$ cat src/rtl/mem_arbiter.sv
// mem_arbiter: shares a single-port memory between a decoder write path and a test read path.
// Defining ARB_STATS_EN adds saturating wr_count/rd_count grant counters.
module mem_arbiter #(
  parameter int ADDR_W       = 16,
  parameter int DATA_W       = 32,
  parameter int STARVE_LIMIT = 4
) (
  input  logic              clk,
  input  logic              reset,
  input  logic              dec_req,
  input  logic [ADDR_W-1:0] dec_addr,
  input  logic [DATA_W-1:0] dec_data,
  output logic              dec_ack,
  input  logic              tst_req,
  input  logic [ADDR_W-1:0] tst_addr,
  output logic [DATA_W-1:0] tst_data,
  output logic              tst_valid,
  output logic              mem_start,
  output logic              mem_rwn,
  output logic [ADDR_W-1:0] mem_addr,
  output logic [DATA_W-1:0] mem_wdata,
  input  logic [DATA_W-1:0] mem_rdata,
  output logic              busy
`ifdef ARB_STATS_EN
  ,
  output logic [15:0]       wr_count,
  output logic [15:0]       rd_count
`endif
);
  localparam int CW = $clog2(STARVE_LIMIT + 1);
  typedef enum logic [2:0] {IDLE, WRITE, READ, READ_WAIT, RESP} state_t;
  state_t state_q, state_d;
  logic [CW-1:0] starve_q, starve_d;
  logic [ADDR_W-1:0] addr_q, addr_d;
  logic [DATA_W-1:0] wdata_q, wdata_d, tdata_q, tdata_d;
  logic rwn_q, rwn_d;
  logic gnt_rd, gnt_wr;
  always_comb begin
    gnt_rd = state_q == IDLE && tst_req && (starve_q == CW'(STARVE_LIMIT) || !dec_req);
    gnt_wr = state_q == IDLE && dec_req && !gnt_rd;
    state_d = state_q;
    case (state_q)
      IDLE:      state_d = gnt_rd ? READ : gnt_wr ? WRITE : IDLE;
      READ:      state_d = READ_WAIT;
      READ_WAIT: state_d = RESP;
      default:   state_d = IDLE;
    endcase
    // the counter only moves while arbitrating; a pending read that is not waiting resets it
    starve_d = state_q != IDLE ? starve_q : (!tst_req || gnt_rd) ? '0 : gnt_wr ? starve_q + CW'(1) : starve_q;
    addr_d   = gnt_rd ? tst_addr : gnt_wr ? dec_addr : addr_q;
    wdata_d  = gnt_wr ? dec_data : wdata_q;
    rwn_d    = gnt_rd ? 1'b1 : gnt_wr ? 1'b0 : rwn_q;
    tdata_d  = state_q == READ_WAIT ? mem_rdata : tdata_q;
  end
  always_ff @(posedge clk) begin
    if (!reset) begin
      state_q  <= IDLE;
      starve_q <= '0;
      addr_q   <= '0;
      wdata_q  <= '0;
      tdata_q  <= '0;
      rwn_q    <= 1'b0;
    end else begin
      state_q  <= state_d;
      starve_q <= starve_d;
      addr_q   <= addr_d;
      wdata_q  <= wdata_d;
      tdata_q  <= tdata_d;
      rwn_q    <= rwn_d;
    end
  end
  assign mem_start = state_q == WRITE || state_q == READ;
  assign mem_rwn   = rwn_q;
  assign mem_addr  = addr_q;
  assign mem_wdata = wdata_q;
  assign dec_ack   = state_q == WRITE;
  assign tst_valid = state_q == RESP;
  assign tst_data  = tdata_q;
  assign busy      = state_q != IDLE;
`ifdef ARB_STATS_EN
  logic [15:0] wr_q, rd_q;
  always_ff @(posedge clk) begin
    if (!reset) begin
      wr_q <= '0;
      rd_q <= '0;
    end else begin
      if (gnt_wr && wr_q != 16'hFFFF) wr_q <= wr_q + 16'd1;
      if (gnt_rd && rd_q != 16'hFFFF) rd_q <= rd_q + 16'd1;
    end
  end
  assign wr_count = wr_q;
  assign rd_count = rd_q;
`endif
endmodule
$ cat config.mk
export PLATFORM = sky130hd
export DESIGN_NAME = mem_arbiter
export DESIGN_NICKNAME = d
export VERILOG_FILES = /design/src/rtl/mem_arbiter.sv
export SDC_FILE = /design/constraint.sdc
export NUM_CORES = 1
export LEC_CHECK = 0
export ABC_CLOCK_PERIOD_IN_PS = 2600
export CAP_MARGIN = 0
export CORE_MARGIN = 2
export CORE_UTILIZATION = 43
export CTS_CLUSTER_SIZE = 28
export DETAILED_ROUTE_END_ITERATION = 8
export PLACE_DENSITY = 0.94
export SLEW_MARGIN = 20
export SYNTH_ARGS = -nofsm -noshare
export SYNTH_HDL_FRONTEND = slang
export SYNTH_SLANG_ARGS = --single-unit
$ cat constraint.sdc
create_clock -name clk -period 2.6 [get_ports clk]
set_input_delay 0.52 -clock clk [delete_from_list [all_inputs] [get_ports clk]]
set_output_delay 0.52 -clock clk [all_outputs]
set_load 0.01 [all_outputs]
==> run summary, run 1 <==
post-synthesis mux area share: 0
post-synthesis net count: 526
Period minus WS final: 2.27 ns
status: complete, no violations
initial antenna violation count: 0
DRT iter0 DRCs: 168
post-cts repair resize count: 0
Synth warnings: 0
H-tree levels: 3
most common cell after layout, fill and taps aside: clkdlybuf4s50_1
clk slew on worst S/H paths: 0.09 ns
RSZ-0062 raised after global routing: false
asr flop ratio synth: 0
io pins: 185
Setup Slack @ Placement: 0.201 ns
total power: 3.08 mW
Synth Area in Adders: 0.00707
Post-Synth Simple-Gate Area: 0.194
GR Overflow Total: 0
most frequent cells in the layout: clkdlybuf4s50_1 (184), nand2_1 (100), dfxtp_1 (87)
setup TNS: 0 ns
Final Wtd Congestion: 0.784
CTS Sinks: 87
Crit Path Max Fanout: 9
Detail Route Antenna Nets: 0
layout cells sized above 1: 0.0708
fmax: 440 MHz
syn_area_per_cell: 8.35 um^2
Post-Place Cells: 682
maximum VDD drop: 0.000305 V
Crit Path Class: reg2out
Remaining DRCs: 0
drt wl/cell: 15.7 um
CP startpoint kind: flop
die footprint: 8970 um^2
slew at the pin closest to its max-slew limit: 0.781 ns
Seq/Total Area, Yosys: 0.492
antenna cells: 0
Total GRT Usage: 0.231
Fin. Hold Viols: 0
# Post-CTS Setup Buffers: 0
Final setup viols: 0
row cnt: 33
routed via count: 3,774
Vias/cell: 5.41
final std cells w/o fill: 698
leakage: 1.93 nW
cell area after synthesis: 3540 um^2
max-capacitance violation count: 0
Compound-Gate Fraction of Synth Area: 0.241
nets: 690
Clk Latency, worst-skew pair: 0.35 ns
CP arrival: 1.75 ns
HP Class: reg2reg
final worst path period share: 0.873
DRT Pass-1 Iters: 4
Req. time, crit path: 2.08 ns
Horiz. Die Dim: 94.7 um
Max-slew headroom: 0.479
CTS Buffer Depth: 2
total wire length: 11,000 um
Core ar.: 8090 um^2
Area growth syn-to-layout: 58.3%
Initial Util: 0.437
XOR/XNOR Fraction of Synth Area: 0.00248
Inserted Clock Buffers: 9
largest family of logic cells by synthesized area: compound AO/OA/AOI/OAI gates
P per Cell Area: 550 nW/um^2
Worst Skew: 0.0126 ns
cts hold-fix bufs: 0
register bit total from synthesis: 87
post-synthesis cell count: 424
Detailed Place HPWL: 7750 um
input/output buffers: 184
fin. max-slew vios: 0
number of library cell types mapped by synthesis: 33
first-pass GRT wire length: 16,700 um
Post-synth EDFFs: 0
CTS tree: yes
worst setup margin: 0.329 ns
Root Driver: clkbuf_8
Die Span Y: 94.7 um
largest net degree at the start of global routing: 55
vias in the first global route: 3,577
most common flop cell mapped by yosys: dfxtp_1
crit end category: output pin
==> critical path, stage by stage, from the launching register on <==
cell             delay, ns
dfxtp_1               0.55
nor3b_1               0.26
clkdlybuf4s50_1       0.60
==> registers in the layout, summed over array words and instances (netlist names) <==
name and flops:
starve_q 3, tst_data 32, state_q 3, mem_addr 16
mem_wdata 32, mem_rwn 1
==> through the flow <==
stage                      util  hold slack, ns  area, um^2
after floorplan               -           0.449        3540
after global placement    0.667           0.441        5400
after detailed placement  0.667           0.448        5400
after CTS                 0.692           0.461        5600
after global routing      0.692           0.475        5600
final                     0.692           0.459        5600
==> worst paths after layout <==
check        slack, ns          from  cells after the start      endpoint
min               0.46  tst_data[19]                      2  tst_data[19]
min reg2reg       0.46  tst_data[19]                      2  tst_data[19]
max               0.33    state_q[2]                      2     tst_valid
max reg2reg       0.53    state_q[1]                      5  mem_addr[11]
==> routing by layer <==
layer / vias up / global-route usage / share of wire
met5: - / 0 / 0
met4: 0 / 0.0773 / 0.021
met3: 23 / 0.0575 / 0.076
met2: 170 / 0.410 / 0.52
met1: 1770 / 0.272 / 0.38
li1: 1811 / - / -
==> cells by family (layout without fill, tap and decap cells) <==
logic type / Yosys count / count (layout)
flip-flops: 87 / 87
AO/OA/AOI/OAI: 135 / 135
XOR/XNOR: 1 / 1
adder cells (fa/ha/maj): 2 / 2
AND/OR/NAND/NOR: 152 / 152
buffers and inverters: 47 / 216
==> power by group <==
group / internal, mW / leakage, nW / switching [mW]
combinational: 0.360 / 1.12 / 0.285
sequential: 1.41 / 0.710 / 0.0523
clock: 0.474 / 0.0989 / 0.499
total: 2.25 / 1.93 / 0.836
==> layout make-up <==
class,count,area [um^2]
clock inverter,6,67.6
tap,105,131
multi-input combinational,290,1580
clock buffer,10,138
inverter,5,18.8
sequential,87,1740
fill,631,2490
timing repair buffer,195,1920
==> synth_stat cells, drive strengths merged (2+ instances only) <==
cell type / count / area (um^2)
o41ai: 16 / 140
nand3: 33 / 165
o21ai: 32 / 160
clkbuf: 28 / 105
a21oi: 57 / 285
a31oi: 17 / 169
nor3: 2 / 21.3
dfxtp: 87 / 1740
nor3b: 2 / 15.0
a21boi: 12 / 90.1
nor2b: 2 / 12.5
inv: 5 / 18.8
ha: 2 / 25.0
nor2: 3 / 11.3
nand4: 3 / 18.8
buf: 14 / 101
nand2: 100 / 375
No activity file was read; power rests on OpenSTA's default activity.
==> run 2: changes to the inputs <==
--- a/config.mk
+++ b/config.mk
@@ -11,7 +11,7 @@
 export CORE_UTILIZATION = 43
 export CTS_CLUSTER_SIZE = 28
 export DETAILED_ROUTE_END_ITERATION = 8
-export PLACE_DENSITY = 0.94
+export PLACE_DENSITY = 0.86
 export SLEW_MARGIN = 20
 export SYNTH_ARGS = -nofsm -noshare
 export SYNTH_HDL_FRONTEND = slang
==> run summary, run 2 (synthesis gave the netlist of run 1 again) <==
crit end category: output pin
max-capacitance violation count: 0 (unchanged)
Worst Skew: 0.00829 ns (-0.00431 ns)
maximum VDD drop: 0.000368 V (+20%)
Net Sw Power: 0.836 mW (about the same)
cell area after layout: 5640 um^2 (+0.65%)
FF/Latch Area: 1740 um^2 (unchanged)
Inserted Clock Buffers: 9 (unchanged)
die footprint: 8970 um^2 (unchanged)
Int Pwr: 2.35 mW (+4.6%)
input/output buffers: 184 (unchanged)
Largest stage delay, worst path: 0.65 ns (+0.05 ns)
status: complete, no violations
Crit path max-delay family: flip-flops
CP Buf/Inv Count: 1 (unchanged)
Clk Latency, worst-skew pair: 0.34 ns (about the same)
P per Cell Area: 565 nW/um^2 (+2.7%)
Crit Path Class: reg2out
GR Overflow Total: 0 (unchanged)
Clk pwr share: 0.336 (+0.020)
drt wl/cell: 15.7 um (+0.11%)
clk slew on worst S/H paths: 0.08 ns (about the same)
CTS Sinks: 87 (unchanged)
multi-input logic area: 1580 um^2 (unchanged)
total wire length: 11,000 um (+0.11%)
leakage: 1.96 nW (+1.3%)
Remaining DRCs: 0 (unchanged)
Area growth syn-to-layout: 59.3%
DRT Pass-1 Iters: 5 (+1)
Req. time, crit path: 2.08 ns (about the same)
Vias/cell: 5.36 (-0.90%)
Period minus WS final: 2.31 ns (+0.0348 ns)
Total GRT Usage: 0.239 (+0.00748)
HP Class: reg2reg
Fillers: 669 (+6.0%)
vias in the first global route: 3,575 (-0.056%)
antenna cells: 0 (unchanged)
Slowest cell on crit path: dfxtp_1
Detail Route Antenna Nets: 0 (unchanged)
CTS Buffer Depth: 2 (unchanged)
CTS tree: yes
fmax: 434 MHz (-1.5%)
CP startpoint kind: flop
cts hold-fix bufs: 0 (unchanged)
slew at the pin closest to its max-slew limit: 0.535 ns (-0.247 ns)
Max-slew headroom: 0.644 (+0.164)
row cnt: 33 (unchanged)
switching part of the total: 0.262 (-0.00896)
# Post-CTS Setup Buffers: 0 (unchanged)
Flop pwr share: 0.459 (-0.016)
largest net degree at the start of global routing: 50 (-9.1%)
Core ar.: 8090 um^2 (unchanged)
CP Cell Sequence: xnor2_1, nor2_1, clkdlybuf4s50_1
setup TNS: 0 ns (unchanged)
Horiz. Die Dim: 94.7 um (unchanged)
Final Wtd Congestion: 0.788 (+0.55%)
final worst path period share: 0.887 (+0.0134)
Final setup viols: 0 (unchanged)
final core utilization: 0.697 (+0.00448)
Root Driver: clkbuf_8
Comb pwr share: 0.205 (-0.004)
post-cts repair resize count: 0 (unchanged)
Die Span Y: 94.7 um (unchanged)
Detailed Place HPWL: 7870 um (+1.5%)
RSZ-0062 raised after global routing: false
most frequent cells in the layout: clkdlybuf4s50_1 (184), nand2_1 (100), dfxtp_1 (87)
routed via count: 3,740 (-0.90%)
CP arrival: 1.79 ns (+0.04 ns)
fin. max-slew vios: 0 (unchanged)
placed cell areas: 5410 um^2 (+0.23%)
nets: 690 (unchanged)
most common cell after layout, fill and taps aside: clkdlybuf4s50_1
Initial Util: 0.437 (unchanged)
io pins: 185 (unchanged)
DRT iter0 DRCs: 160 (-4.8%)
first-pass GRT wire length: 16,900 um (+1.5%)
layout cells sized above 1: 0.0725 (+0.00169)
Fin. Hold Viols: 0 (unchanged)
initial antenna violation count: 0 (unchanged)
H-tree levels: 3 (unchanged)
Crit Path Max Fanout: 10 (+1)
-- run 2: changes by cell type in the layout (fill, tap and decap cells not counted) --
cell	change
clkinvlp_4	-2
bufinv_16	+1
inv_2	+1
buf_12	+1
buf_4	-1
clkinv_1	-1
inv_6	+1
-- run 2: power by group through the flow --
stage | sequential, mW | clock, mW | combinational (mW)
after detailed placement | 1.49 | 0 | 0.652
after CTS | 1.46 | 1.10 | 0.655
final | 1.46 | 1.07 | 0.653
after global placement | 1.49 | 0 | 0.634
after floorplan | 1.51 | 0 | 0.262
after global routing | 1.47 | 1.16 | 0.702
-- run 2: routing by layer --
layer,GRT usage,wire (um)
met1,0.284,4290
met2,0.409,5540
met3,0.0447,738
met4,0.123,420
met5,0,0
-- run 2: metrics by stage --
step                total power [mW]  instances  hold slack [ns]  worst slack, ns
floorplan                       1.77        424            0.449             1.03
global placement                2.12        682            0.441            0.431
detailed placement              2.14        682            0.446            0.345
CTS                             3.21        698            0.459            0.284
global route                    3.33        698            0.472            0.166
finish                          3.19        698            0.458            0.294
-- run 2: worst register-to-register path, cell delays in order (launching register included) --
cell     delay (ns)
dfxtp_1        0.47
nor3_4         0.31
inv_2          0.08
buf_4          0.21
or3_1          0.35
buf_4          0.23
a31oi_1        0.17
-- run 2: layout make-up --
| cell class | instances | area share |
|---|---|---|
| Tap cell | 105 | 0.0233 |
| Multi-Input combinational cell | 290 | 0.280 |
| Clock buffer | 10 | 0.0244 |
| Timing Repair Buffer | 195 | 0.344 |
| Inverter | 5 | 0.00333 |
| Sequential cell | 87 | 0.309 |
| Clock inverter | 6 | 0.0162 |
-- run 2: path summary, 6_finish.rpt --
kind	slack (ns)	cells past startpoint	endpoint	from
min	0.46	2	tst_data[28]	tst_data[28]
max reg2reg	0.72	6	mem_addr[0]	state_q[1]
min reg2reg	0.46	2	tst_data[28]	tst_data[28]
max	0.29	3	mem_start	state_q[1]
==> run 3: changes to the inputs <==
--- a/config.mk
+++ b/config.mk
@@ -5,12 +5,15 @@
 export SDC_FILE = /design/constraint.sdc
 export NUM_CORES = 1
 export LEC_CHECK = 0
+export ABC_AREA = 1
 export ABC_CLOCK_PERIOD_IN_PS = 2600
 export CAP_MARGIN = 0
+export CORE_ASPECT_RATIO = 1.4
 export CORE_MARGIN = 2
-export CORE_UTILIZATION = 43
+export CORE_UTILIZATION = 42
 export CTS_CLUSTER_SIZE = 28
 export DETAILED_ROUTE_END_ITERATION = 8
+export GPL_TIMING_DRIVEN = 0
 export PLACE_DENSITY = 0.86
 export SLEW_MARGIN = 20
 export SYNTH_ARGS = -nofsm -noshare
==> run summary, run 3 <==
max-capacitance violation count: 0 (unchanged)
leakage: 2.36 nW (+20%)
final std cells w/o fill: 763 (+9.3%)
total wire length: 10,300 um (-5.9%)
Synth warnings: 0 (unchanged)
syn_area_per_cell: 7.41 um^2 (-11%)
Reg2Reg Setup Slack: 0.89 ns (+0.17 ns)
Remaining DRCs: 0 (unchanged)
Commonest cells post-synth: nor2_1 (133), dfxtp_1 (87), o21ai_1 (68), nand2_1 (57)
status: complete, no violations
Fin. Hold Viols: 0 (unchanged)
DRT Pass-1 Iters: 4 (-1)
Detail Route Antenna Nets: 0 (unchanged)
DRT iter0 DRCs: 197 (+23%)
maximum VDD drop: 0.000508 V (+38%)
input/output buffers: 183 (-0.54%)
HP Class: reg2reg
crit end category: output pin
io pins: 185 (unchanged)
most common flop cell mapped by yosys: dfxtp_1
Largest stage delay, worst path: 0.57 ns (-0.08 ns)
dominant cell by count in the synthesized netlist: nor2_1
CTS tree: yes
# Post-CTS Setup Buffers: 0 (unchanged)
clk slew on worst S/H paths: 0.06 ns (-0.02 ns)
hold path depth: 2 (unchanged)
hold path start: mem_addr[2]
layout cells sized above 1: 0.0605 (-0.0120)
total power: 3.80 mW (+19%)
largest net degree at the start of global routing: 15 (-70%)
vias in the first global route: 3,728 (+4.3%)
fmax: 419 MHz (-3.4%)
CP arrival: 1.87 ns (+0.08 ns)
post-synthesis net count: 565 (+7.4%)
initial antenna violation count: 0 (unchanged)
GR Overflow Total: 0 (unchanged)
r2r endpoint: mem_addr[11]
Die Span Y: 111 um (+17%)
die footprint: 8910 um^2 (-0.62%)
register bit total from synthesis: 87 (unchanged)
Total GRT Usage: 0.240 (+0.000629)
drt wl/cell: 13.5 um (-14%)
Final setup viols: 0 (unchanged)
antenna cells: 0 (unchanged)
most frequent cells in the layout: clkdlybuf4s50_1 (183), nor2_1 (133), dfxtp_1 (87)
slew at the pin closest to its max-slew limit: 0.528 ns (-0.00624 ns)
final worst path period share: 0.918 (+0.0316)
Fillers: 644 (-3.7%)
switching part of the total: 0.235 (-0.0271)
Req. time, crit path: 2.08 ns (about the same)
routed via count: 3,778 (+1.0%)
Flop pwr share: 0.391 (-0.068)
Horiz. Die Dim: 80.4 um (-15%)
fin. max-slew vios: 0 (unchanged)
asr flop ratio synth: 0 (unchanged)
row cnt: 39 (+18%)
Crit Path Max Fanout: 19 (+9)
cts hold-fix bufs: 0 (unchanged)
Synth area leader: dfxtp_1
Slowest cell on crit path: clkdlybuf4s50_1
Post-synth EDFFs: 0 (unchanged)
RSZ-0062 raised after global routing: false
Post-Place Cells: 748 (+9.7%)
CTS Sinks: 87 (unchanged)
worst r2r src: starve_q[0]
most area-consuming cells after synthesis: dfxtp_1 (51%), nor2_1 (15%), o21ai_1 (9.9%)
most common cell after layout, fill and taps aside: clkdlybuf4s50_1
Yosys top cell area share: 0.508 (+0.0156)
Crit Path Class: reg2out
WHS Endpoint: mem_addr[2]
Core ar.: 8050 um^2 (-0.51%)
Root Driver: clkbuf_16
post-synthesis cell count: 463 (+9.2%)
P per Cell Area: 661 nW/um^2 (+17%)
Final Wtd Congestion: 0.935 (+19%)
Area growth syn-to-layout: 67.9%
Net Sw Power: 0.895 mW (+7.1%)
H-tree levels: 3 (unchanged)
Seq/Total Area, Yosys: 0.508 (+0.0156)
Clk Latency, worst-skew pair: 0.33 ns (about the same)
CP Cell Sequence: inv_2, nand2_2, buf_2, clkdlybuf4s50_1
placed cell areas: 5390 um^2 (-0.37%)
cells on worst reg2reg path: 9 (+3)
Vias/cell: 4.95 (-7.6%)
cell area after layout: 5760 um^2 (+2.1%)
post-cts repair resize count: 0 (unchanged)
Setup Slack @ Placement: 0.372 ns (+0.0268 ns)
nets: 758 (+9.9%)
setup TNS: 0 ns (unchanged)
Initial Util: 0.426 (-0.0113)
Max-slew headroom: 0.648 (+0.00416)
Clk pwr share: 0.411 (+0.075)
first-pass GRT wire length: 16,800 um (-0.69%)
worst setup margin: 0.212 ns (-0.0821 ns)
Period minus WS final: 2.39 ns (+0.0821 ns)
Worst Skew: 0.00497 ns (-0.00332 ns)
Detailed Place HPWL: 8030 um (+2.1%)
Comb pwr share: 0.198 (-0.007)
cell area after synthesis: 3430 um^2 (-3.1%)
CTS Buffer Depth: 2 (unchanged)
Inserted Clock Buffers: 9 (unchanged)
Int Pwr: 2.91 mW (+24%)
CP startpoint kind: flop
number of library cell types mapped by synthesis: 25 (-24%)
[run 3: logic make-up after synthesis]
family | after synthesis | share of synthesized area
compound gates | 103 | 0.152
xor+xnor | 1 | 0.00255
fa+ha+maj | 2 | 0.00730
buf+inv | 55 | 0.0715
flops | 87 | 0.508
simple gates | 215 | 0.259
[run 3: layout make-up]
type | instances | area (um^2) | share of cell area
buffer | 29 | 146 | 0.0254
multi-input combinational | 321 | 1440 | 0.251
clock inverter | 5 | 129 | 0.0224
clock buffer | 11 | 243 | 0.0422
inverter | 25 | 95.1 | 0.0165
sequential | 87 | 1740 | 0.303
tap | 102 | 128 | 0.0222
timing repair buffer | 183 | 1830 | 0.318
[run 3: through the flow]
step	hold slack, ns	utilization
floorplan	0.457	-
global placement	0.449	0.669
detailed placement	0.458	0.669
CTS	0.466	0.715
global route	0.474	0.715
finish	0.465	0.715
[run 3: power groups by stage]
stage | Sequential [mW] | Clock (mW) | Combinational [mW]
after floorplan | 1.56 | 0 | 0.285
after global placement | 1.51 | 0 | 0.734
after detailed placement | 1.52 | 0 | 0.750
after CTS | 1.49 | 1.59 | 0.755
after global routing | 1.50 | 1.65 | 0.822
final | 1.49 | 1.56 | 0.751
[run 3: worst max path at each step]
stage / startpoint / end / slack [ns]
4_1_cts: state_q[2] / mem_start / 0.01
5_1_grt: state_q[2] / busy / 0.13
2_1_floorplan: state_q[2] / mem_start / 1.06
6_report: state_q[2] / busy / 0.21
3_3_place_gp: state_q[2] / mem_start / 0.40
3_5_place_dp: state_q[2] / mem_start / 0.37
[run 3: metal layers]
metal / GRT usage / wire length (um) / vias to the layer above
met5: 0 / 0 / -
met4: 0.116 / 404 / 0
met3: 0.0611 / 580 / 30
met2: 0.433 / 5530 / 133
met1: 0.249 / 3820 / 1734
li1: - / - / 1881
[run 3: worst max-delay path: cells and delay by family (launching register included)]
family                 cells  cell delay [ns]
buffers and inverters      3             0.99
flip-flops                 1             0.38
AND/OR/NAND/NOR            1             0.17
